==> src/rtl/spawn_scheduler.sv <==
// spawn_scheduler: frame-paced object spawn scheduler with round-robin slot pick and req/ack handoff.
// Optional build macro DIFFICULTY_RAMP_EN shortens the reload gap as score_counter rises.
module spawn_scheduler #(
    parameter int unsigned NUM_SLOTS     = 4,
    parameter int unsigned MIN_GAP       = 30,
    parameter int unsigned GAP_RAND_BITS = 6,
    parameter int unsigned ACK_TIMEOUT   = 255
) (
    input  logic                         clk,
    input  logic                         resetN,
    input  logic                         start_of_frame,
    input  logic                         enable,
    input  logic [7:0]                   random_number,
    input  logic [NUM_SLOTS-1:0]         slot_busy,
    input  logic [7:0]                   score_counter,
    input  logic                         spawn_ack,
    output logic                         spawn_req,
    output logic [2:0]                   spawn_type,
    output logic [$clog2(NUM_SLOTS)-1:0] spawn_slot,
    output logic [7:0]                   spawn_count
);

    localparam int unsigned SLOT_W = $clog2(NUM_SLOTS);
    localparam int unsigned GAP_W  = 10;

    typedef enum logic [1:0] {ST_IDLE, ST_SELECT, ST_REQ} state_t;

    state_t            r_state, w_state_nxt;
    logic [GAP_W-1:0]  r_gap_cnt, w_gap_nxt;
    logic [7:0]        r_tmo, w_tmo_nxt;
    logic [SLOT_W-1:0] r_rr_ptr, w_rr_nxt;
    logic              r_req, w_req_nxt;
    logic [2:0]        r_type, w_type_nxt;
    logic [SLOT_W-1:0] r_slot, w_slot_nxt;
    logic [7:0]        r_count, w_count_nxt;

    logic [GAP_W-1:0]  w_min_gap_eff;
    logic [GAP_W-1:0]  w_reload;
    logic              w_found;
    logic [SLOT_W-1:0] w_free_slot;
    logic [2:0]        w_type_sel;
    logic              w_tmo_done;

`ifdef DIFFICULTY_RAMP_EN
    always_comb begin : ramp_gap
        int v_gap;
        v_gap         = int'(MIN_GAP) - 2 * int'(score_counter[7:4]);
        w_min_gap_eff = (v_gap < 8) ? GAP_W'(8) : GAP_W'(v_gap);
    end
`else
    logic w_unused_score;
    assign w_unused_score = ^score_counter;
    assign w_min_gap_eff  = GAP_W'(MIN_GAP);
`endif

    assign w_reload   = w_min_gap_eff + GAP_W'(random_number[GAP_RAND_BITS-1:0]);
    assign w_tmo_done = (r_tmo == 8'(ACK_TIMEOUT - 1));

    always_comb begin
        case (random_number[7:5])
            3'd0:                w_type_sel = 3'd1;
            3'd1, 3'd2, 3'd3:    w_type_sel = 3'd2;
            3'd4, 3'd5:          w_type_sel = 3'd3;
            default:             w_type_sel = 3'd4;
        endcase
    end

    // Search starts one past the last accepted slot and wraps modulo NUM_SLOTS.
    always_comb begin : slot_search
        logic [SLOT_W:0] v_idx;
        v_idx       = '0;
        w_found     = 1'b0;
        w_free_slot = '0;
        for (int unsigned k = 1; k <= NUM_SLOTS; k++) begin
            v_idx = {1'b0, r_rr_ptr} + (SLOT_W+1)'(k);
            if (v_idx >= (SLOT_W+1)'(NUM_SLOTS)) v_idx = v_idx - (SLOT_W+1)'(NUM_SLOTS);
            if (!w_found && !slot_busy[v_idx[SLOT_W-1:0]]) begin
                w_found     = 1'b1;
                w_free_slot = v_idx[SLOT_W-1:0];
            end
        end
    end

    always_ff @(posedge clk or negedge resetN) begin
        if (!resetN) r_state <= ST_IDLE;
        else         r_state <= w_state_nxt;
    end

    always_comb begin
        w_state_nxt = r_state;
        if (!enable) begin
            w_state_nxt = ST_IDLE;
        end else begin
            case (r_state)
                ST_IDLE:   if (start_of_frame && (r_gap_cnt == '0)) w_state_nxt = ST_SELECT;
                ST_SELECT: w_state_nxt = w_found ? ST_REQ : ST_IDLE;
                ST_REQ:    if (spawn_ack || w_tmo_done) w_state_nxt = ST_IDLE;
                default:   w_state_nxt = ST_IDLE;
            endcase
        end
    end

    // Disable wins over everything: request drops, gap and pointer are frozen.
    always_comb begin
        w_gap_nxt   = r_gap_cnt;
        w_tmo_nxt   = r_tmo;
        w_rr_nxt    = r_rr_ptr;
        w_req_nxt   = r_req;
        w_type_nxt  = r_type;
        w_slot_nxt  = r_slot;
        w_count_nxt = r_count;
        if (!enable) begin
            w_req_nxt = 1'b0;
        end else begin
            case (r_state)
                ST_IDLE: begin
                    if (start_of_frame && (r_gap_cnt != '0)) w_gap_nxt = r_gap_cnt - 1'b1;
                end
                ST_SELECT: begin
                    if (w_found) begin
                        w_type_nxt = w_type_sel;
                        w_slot_nxt = w_free_slot;
                        w_req_nxt  = 1'b1;
                        w_tmo_nxt  = '0;
                    end else begin
                        w_gap_nxt = '0;
                    end
                end
                ST_REQ: begin
                    if (spawn_ack) begin
                        w_req_nxt   = 1'b0;
                        w_count_nxt = r_count + 1'b1;
                        w_rr_nxt    = r_slot;
                        w_gap_nxt   = w_reload;
                    end else if (w_tmo_done) begin
                        w_req_nxt = 1'b0;
                        w_gap_nxt = w_reload;
                    end else begin
                        w_tmo_nxt = r_tmo + 1'b1;
                    end
                end
                default: ;
            endcase
        end
    end

    always_ff @(posedge clk or negedge resetN) begin
        if (!resetN) begin
            r_gap_cnt <= GAP_W'(MIN_GAP);
            r_tmo     <= '0;
            r_rr_ptr  <= SLOT_W'(NUM_SLOTS - 1);
            r_req     <= 1'b0;
            r_type    <= '0;
            r_slot    <= '0;
            r_count   <= '0;
        end else begin
            r_gap_cnt <= w_gap_nxt;
            r_tmo     <= w_tmo_nxt;
            r_rr_ptr  <= w_rr_nxt;
            r_req     <= w_req_nxt;
            r_type    <= w_type_nxt;
            r_slot    <= w_slot_nxt;
            r_count   <= w_count_nxt;
        end
    end

    assign spawn_req   = r_req;
    assign spawn_type  = r_type;
    assign spawn_slot  = r_slot;
    assign spawn_count = r_count;

endmodule

==> config.mk <==
export PLATFORM = sky130hd
export DESIGN_NAME = spawn_scheduler
export DESIGN_NICKNAME = d
export VERILOG_FILES = /design/src/rtl/spawn_scheduler.sv
export SDC_FILE = /design/constraint.sdc
export NUM_CORES = 1
export LEC_CHECK = 0
export ABC_AREA = 1
export ABC_CLOCK_PERIOD_IN_PS = 3700
export CAP_MARGIN = 25
export CORE_UTILIZATION = 50
export CTS_CLUSTER_DIAMETER = 30
export DETAILED_ROUTE_END_ITERATION = 8
export PLACE_DENSITY = 0.75
export REMOVE_ABC_BUFFERS = 1
export SYNTH_ARGS = -nofsm -noshare
export SYNTH_HDL_FRONTEND = slang
export SYNTH_SLANG_ARGS = --single-unit
export TNS_END_PERCENT = 5
==> constraint.sdc <==
create_clock -name clk -period 3.7 [get_ports clk]
set_clock_uncertainty 0.1 [all_clocks]
set_input_delay 0.555 -clock clk [delete_from_list [all_inputs] [get_ports clk]]
set_output_delay 0.555 -clock clk [all_outputs]
set_load 0.005 [all_outputs]
# Yosys cells after proc, flatten, opt, wreduce, memory -nomap -nowiden
# Index checks and enable logic that the tools add are counted.
# op_classes
mul,0
div_mod_pow,0
eq_ne,19
shifts,0
order_cmp,8
bitwise_logic,0
n_mux,40
n_addsub,12
n_reduce_logical,25
# op_table
operator,count
$mux 10,4
$pmux 10 s3,1
$mux 2,12
$mux 8,3
$add 8x1->8 const B,2
$pmux 8 s2,1
$ge 3x3->1 const B,4
$lt 2x3->1 const B,4
$mux 1,12
$ne 3x3->1 const B,4
$logic_not 10->1,1
$ne 2x2->1 const B,5
$reduce_and 5->1,2
$reduce_bool 10->1,1
$sub 10x1->10 const B,1
$pmux 3 s3,1
$reduce_and 3->1,3
$bmux 1 s2,4
$eq 8x8->1 const B,1
$sub 2x1->2 const B,4
$add 5x6->7 const A,1
$add 2x2->3 const B,2
$eq 3x2->1 const B,2
$eq 3x3->1 const B,2
other kinds (19),27
# totals
mem_count,0
inputBits,25
ramBits,0
regBits,36
elab_cells,112
output_inout_bits,14
latch_bits,0
rom_bits,0

# Longest topological paths before layout
# depth
word_depth,17
depth_mapped,13
mapped_depth_nobuf,11

# Worst setup path before layout
# OpenSTA, ideal clock, no wires.
# synth_path
path_type,reg2reg
start,reg r_state[0]
end,"reg r_count[6], in the netlist spawn_count[6]"
setup_ns,0.123
slack_ns,1.901
required_time_ns,3.477
arrival_time_ns,1.576
path_buffers,1
stages_incl_launch_ff,12
synth_period_minus_slack_ns,1.799
cell_sequence,dfrtp_1 > inv_1 > ha_1 > buf_4 > nand2_1 > nor2_4 > inv_1 > nor2_1 > nand2_1 > nor2_1 > nand2_1 > xnor2_1
# synth_between
elab_chain_cells,2
# synth_lines
item,line_no,source
start: declaration,28,"state_t r_state, w_state_nxt;"
start signal: assignment,86,else r_state <= w_state_nxt;
$eq 2x2->1,115,case (r_state)
$reduce_and 3->1 (no source line),--,
end signal: assignment,163,r_count <= w_count_nxt;
end: declaration,35,"logic [7:0] r_count, w_count_nxt;"
# Every way passes these cells.
# A chain may end at the register's enable or synchronous reset.

# Final worst setup path
# layout_path
start,reg r_state[0]
end,reg r_gap_cnt[0]
# layout_between
elab_chain_cells,3
word_cells_on_any_way,9
cone_classes,5 x eq/ne; 1 x mux; 3 x reduce/logical
# layout_lines
item,line_no,source
"$eq 2x2->1, or another cell as far along",115,
"$ne 3x3->1 (no source line), or another cell as far along",--,
$reduce_and 5->1 (no source line),--,
end signal: assignment,149,r_gap_cnt <= GAP_W'(MIN_GAP);
end signal: assignment,157,r_gap_cnt <= w_gap_nxt;
end: declaration,29,"logic [GAP_W-1:0] r_gap_cnt, w_gap_nxt;"
# Several ways; a longest one is shown, not always the timed one.

==> summary.md <==
| Metric | Value |
|---|---|
| Worst-case reg-to-reg path depth | 9 |
| Max IR drop VDD | 316 uV |
| Ys Warns | 0 |
| CP arrival | 2.42 ns |
| Pwr per Cell Area | just under 700 mW/mm2 |
| Initial antenna violation count | 0 |
| Worst path slowest cell | ha_1 |
| RSZ-0062 raised after global routing | no |
| Data required time at the worst endpoint | 3.77 ns |
| Remaining Overflow, GRT | 0 |
| Initial Util | 0.521 |
| H-tree depth | 2 |
| Seq/Total Area, Yosys | 0.369 |
| Final worst-path cycle share | 0.634 |
| Max stage delay on crit path | 0.44 ns |
| Worst Hold Class | reg2reg |
| Vias/cell | 4.92 |
| CTS Buf Count | 5 |
| Critical path depth | 9 |
| Vias in the first global route | 2002 |
| Mapped Area | 0.00246 mm2 |
| DRC violations left | 0 |
| # diodes | 0 |
| Latest clock arrival within the worst-skew pair | ~0.28 ns |
| Avg Cell Area, Syn | 7.48 um2 |
| First-pass GRT wire length | 8530 um |
| GP Congestion | 0.906 |
| Initial DRC Count | 112 |
| Synth cell types | 32 |
| Max Cap Viol | 0 |
| GR Util met3 | 0.0417 |
| Final setup viols | 0 |
| Met2 track demand over resource | 0.352 |
| PostCTS Resize Cnt | 0 |
| Crit-path max FO | 11 |
| Die footprint | 0.00520 mm2 |
| Die height | slightly above 70 um |
| Total track usage | 0.206 |
| FMAX | 0.426 GHz |
| Fin crit period | 2.35 ns |
| Final hold vios | 0 |
| Fillers | between 400 and 500 |
| CTS tree | done |
| Share of layout cells above drive strength 1 | 0.138 |
| Buf+Inv Stages, Crit Path | 2 |
| FF+latch count, synth | 36 |
| Critical Path Sink Type | flop |
| Commonest non-fill, non-tap cell in the layout | nand2_1 |
| Met1 Usage GRT | 0.262 |
| Top-Level Pins | 39 |
| TNS Setup | 0 ns |
| Critical path's most frequent cell | nand2_1 |
| Vias post-DR | around 2100 |
| Worst Hold Depth | 2 |
| CTS Hold Bufs | 0 |
| CTS Root Cell | clkbuf_8 |
| Area growth syn-to-layout | 17.5% |
| DRT Pass-1 Iters | 4 |
| Status | completed |
| Most frequent cells in the layout | nand2_1 (100), inv_1 (38), nand3_1 (31), clkdlybuf4s50_1 (30), dfrtp_1 (30) |
| Slew Limit Fails | 0 |
| Die width | 72.1 um |
| CTS Sinks | 36 |
| Synth Instances | 329 |
| Worst slew pin tran | 0.470 ns |
| Worst setup SP type | flop |
| Wire length per cell | between 10 and 15 um |
| Worst-path clk slew | 0.07 ns |
| Nets | 397 |
| Dpl hpwl | between 3000 and 4000 um |
| Critical path type | reg2reg |
| Buffers added on ports | 30 |
| Busiest grt layer | met2 |
| Max clock buf depth | 2 |
| Final ANT Viol Nets | 0 |
| Slew margin rel. | 0.686 |
| Core ar. | roughly 0.0047 mm2 |
| Leakage power | 1.41 nW |
| WL final | between 4000 and 5000 um |
| Postcts setup bufs | 0 |
| Crit-path cells | inv_1 -> ha_1 -> inv_1 -> a21oi_1 -> nand2_1 -> nor2_2 -> nand2_2 -> nand2_1 -> nand2_1 |
| Hold_ws | 0.379 ns |
| Row count | 25 |
| CP top delay family | simple AND/OR/NAND/NOR gates |
| Pin count of the biggest net entering global routing | 37 |
## area by class of cell
cell class,instances,area [um2],share of cell area
clock buffers,7,96.3,0.0333
multi-input cells,247,1340,0.462
flip-flops and latches,36,908,0.314
well taps,67,83.8,0.0290
repair buffers,31,308,0.106
inverters,41,159,0.0550
## routing by layer
layer	vias to the layer above	share of wire
met1	951	0.48
li1	1113	-
met5	-	0
met2	41	0.48
met3	4	0.030
met4	0	0.0092
## where the power goes
| group | internal [mW] | switching (mW) |
|---|---|---|
| Sequential | 0.525 | 0.117 |
| Clock | 0.166 | 0.132 |
| Combinational | 0.383 | 0.627 |
## logic make-up after synthesis
logic type	count (synthesis)	share of synthesized area
simple gates	183	0.342
compound gates	41	0.104
xor+xnor	13	0.0463
buf+inv	46	0.0880
fa+ha+maj	10	0.0509
flops	36	0.369
## cell usage after synthesis
cell / n / share of area
a31oi_1: 2 / 0.0051
o22ai_1: 4 / 0.010
inv_1: 38 / 0.058
or2_2: 4 / 0.010
nand2_4: 2 / 0.0092
nand2_2: 12 / 0.031
o21ai_0: 17 / 0.035
a21oi_1: 5 / 0.010
nor3_1: 2 / 0.0041
nand3b_1: 1 / 0.0031
inv_6: 1 / 0.0036
inv_2: 2 / 0.0031
o211ai_1: 3 / 0.0092
buf_12: 1 / 0.0081
dfrtp_1: 30 / 0.31
o21bai_1: 1 / 0.0031
ha_1: 10 / 0.051
xnor2_1: 4 / 0.014
buf_4: 2 / 0.0061
nand3_2: 3 / 0.012
o21ai_2: 8 / 0.028
buf_6: 2 / 0.0092
nor2_2: 2 / 0.0051
nand3_1: 31 / 0.063
nand4_1: 4 / 0.010
a21o_1: 1 / 0.0031
and3b_1: 1 / 0.0036
nor2_4: 2 / 0.0092
nand2_1: 100 / 0.15
nor2_1: 19 / 0.029
xor2_1: 9 / 0.032
dfstp_2: 6 / 0.064
## sequential cells by signal, summed over array words and instances (netlist names)
name         count
spawn_slot       2
spawn_req        1
r_gap_cnt       10
r_state          2
r_tmo            8
spawn_type       3
r_rr_ptr         2
spawn_count      8
## worst reg2reg max path, cell delays in order (launching register included)
cell     delay, ns
dfrtp_1       0.38
inv_1         0.09
ha_1          0.44
inv_1         0.18
a21oi_1       0.16
nand2_1       0.08
nor2_2        0.40
nand2_2       0.25
nand2_1       0.11
nand2_1       0.06
## worst paths after layout
kind | slack, ns | end | start
min in group asynchronous | 0.60 | r_tmo[3] | resetN
max in group asynchronous | 2.55 | r_rr_ptr[1] | resetN
hold reg to reg | 0.38 | r_gap_cnt[1] | r_gap_cnt[1]
hold / removal | 0.38 | r_gap_cnt[1] | r_gap_cnt[1]
setup / recovery | 1.35 | r_gap_cnt[0] | r_state[0]
setup reg to reg | 1.35 | r_gap_cnt[0] | r_state[0]
## through the flow
step                setup WS, ns  utilization  cell area, um2  std cells  power (mW)
floorplan                   1.83            -            2400        324        1.35
global route                1.13        0.612            2890        429        2.12
global placement            1.14        0.592            2790        422        1.62
detailed placement          1.14        0.592            2790        422        1.65
CTS                         1.37        0.612            2890        429        1.96
finish                      1.35        0.612            2890        429        1.95
Power figures use the tool's default switching activity.
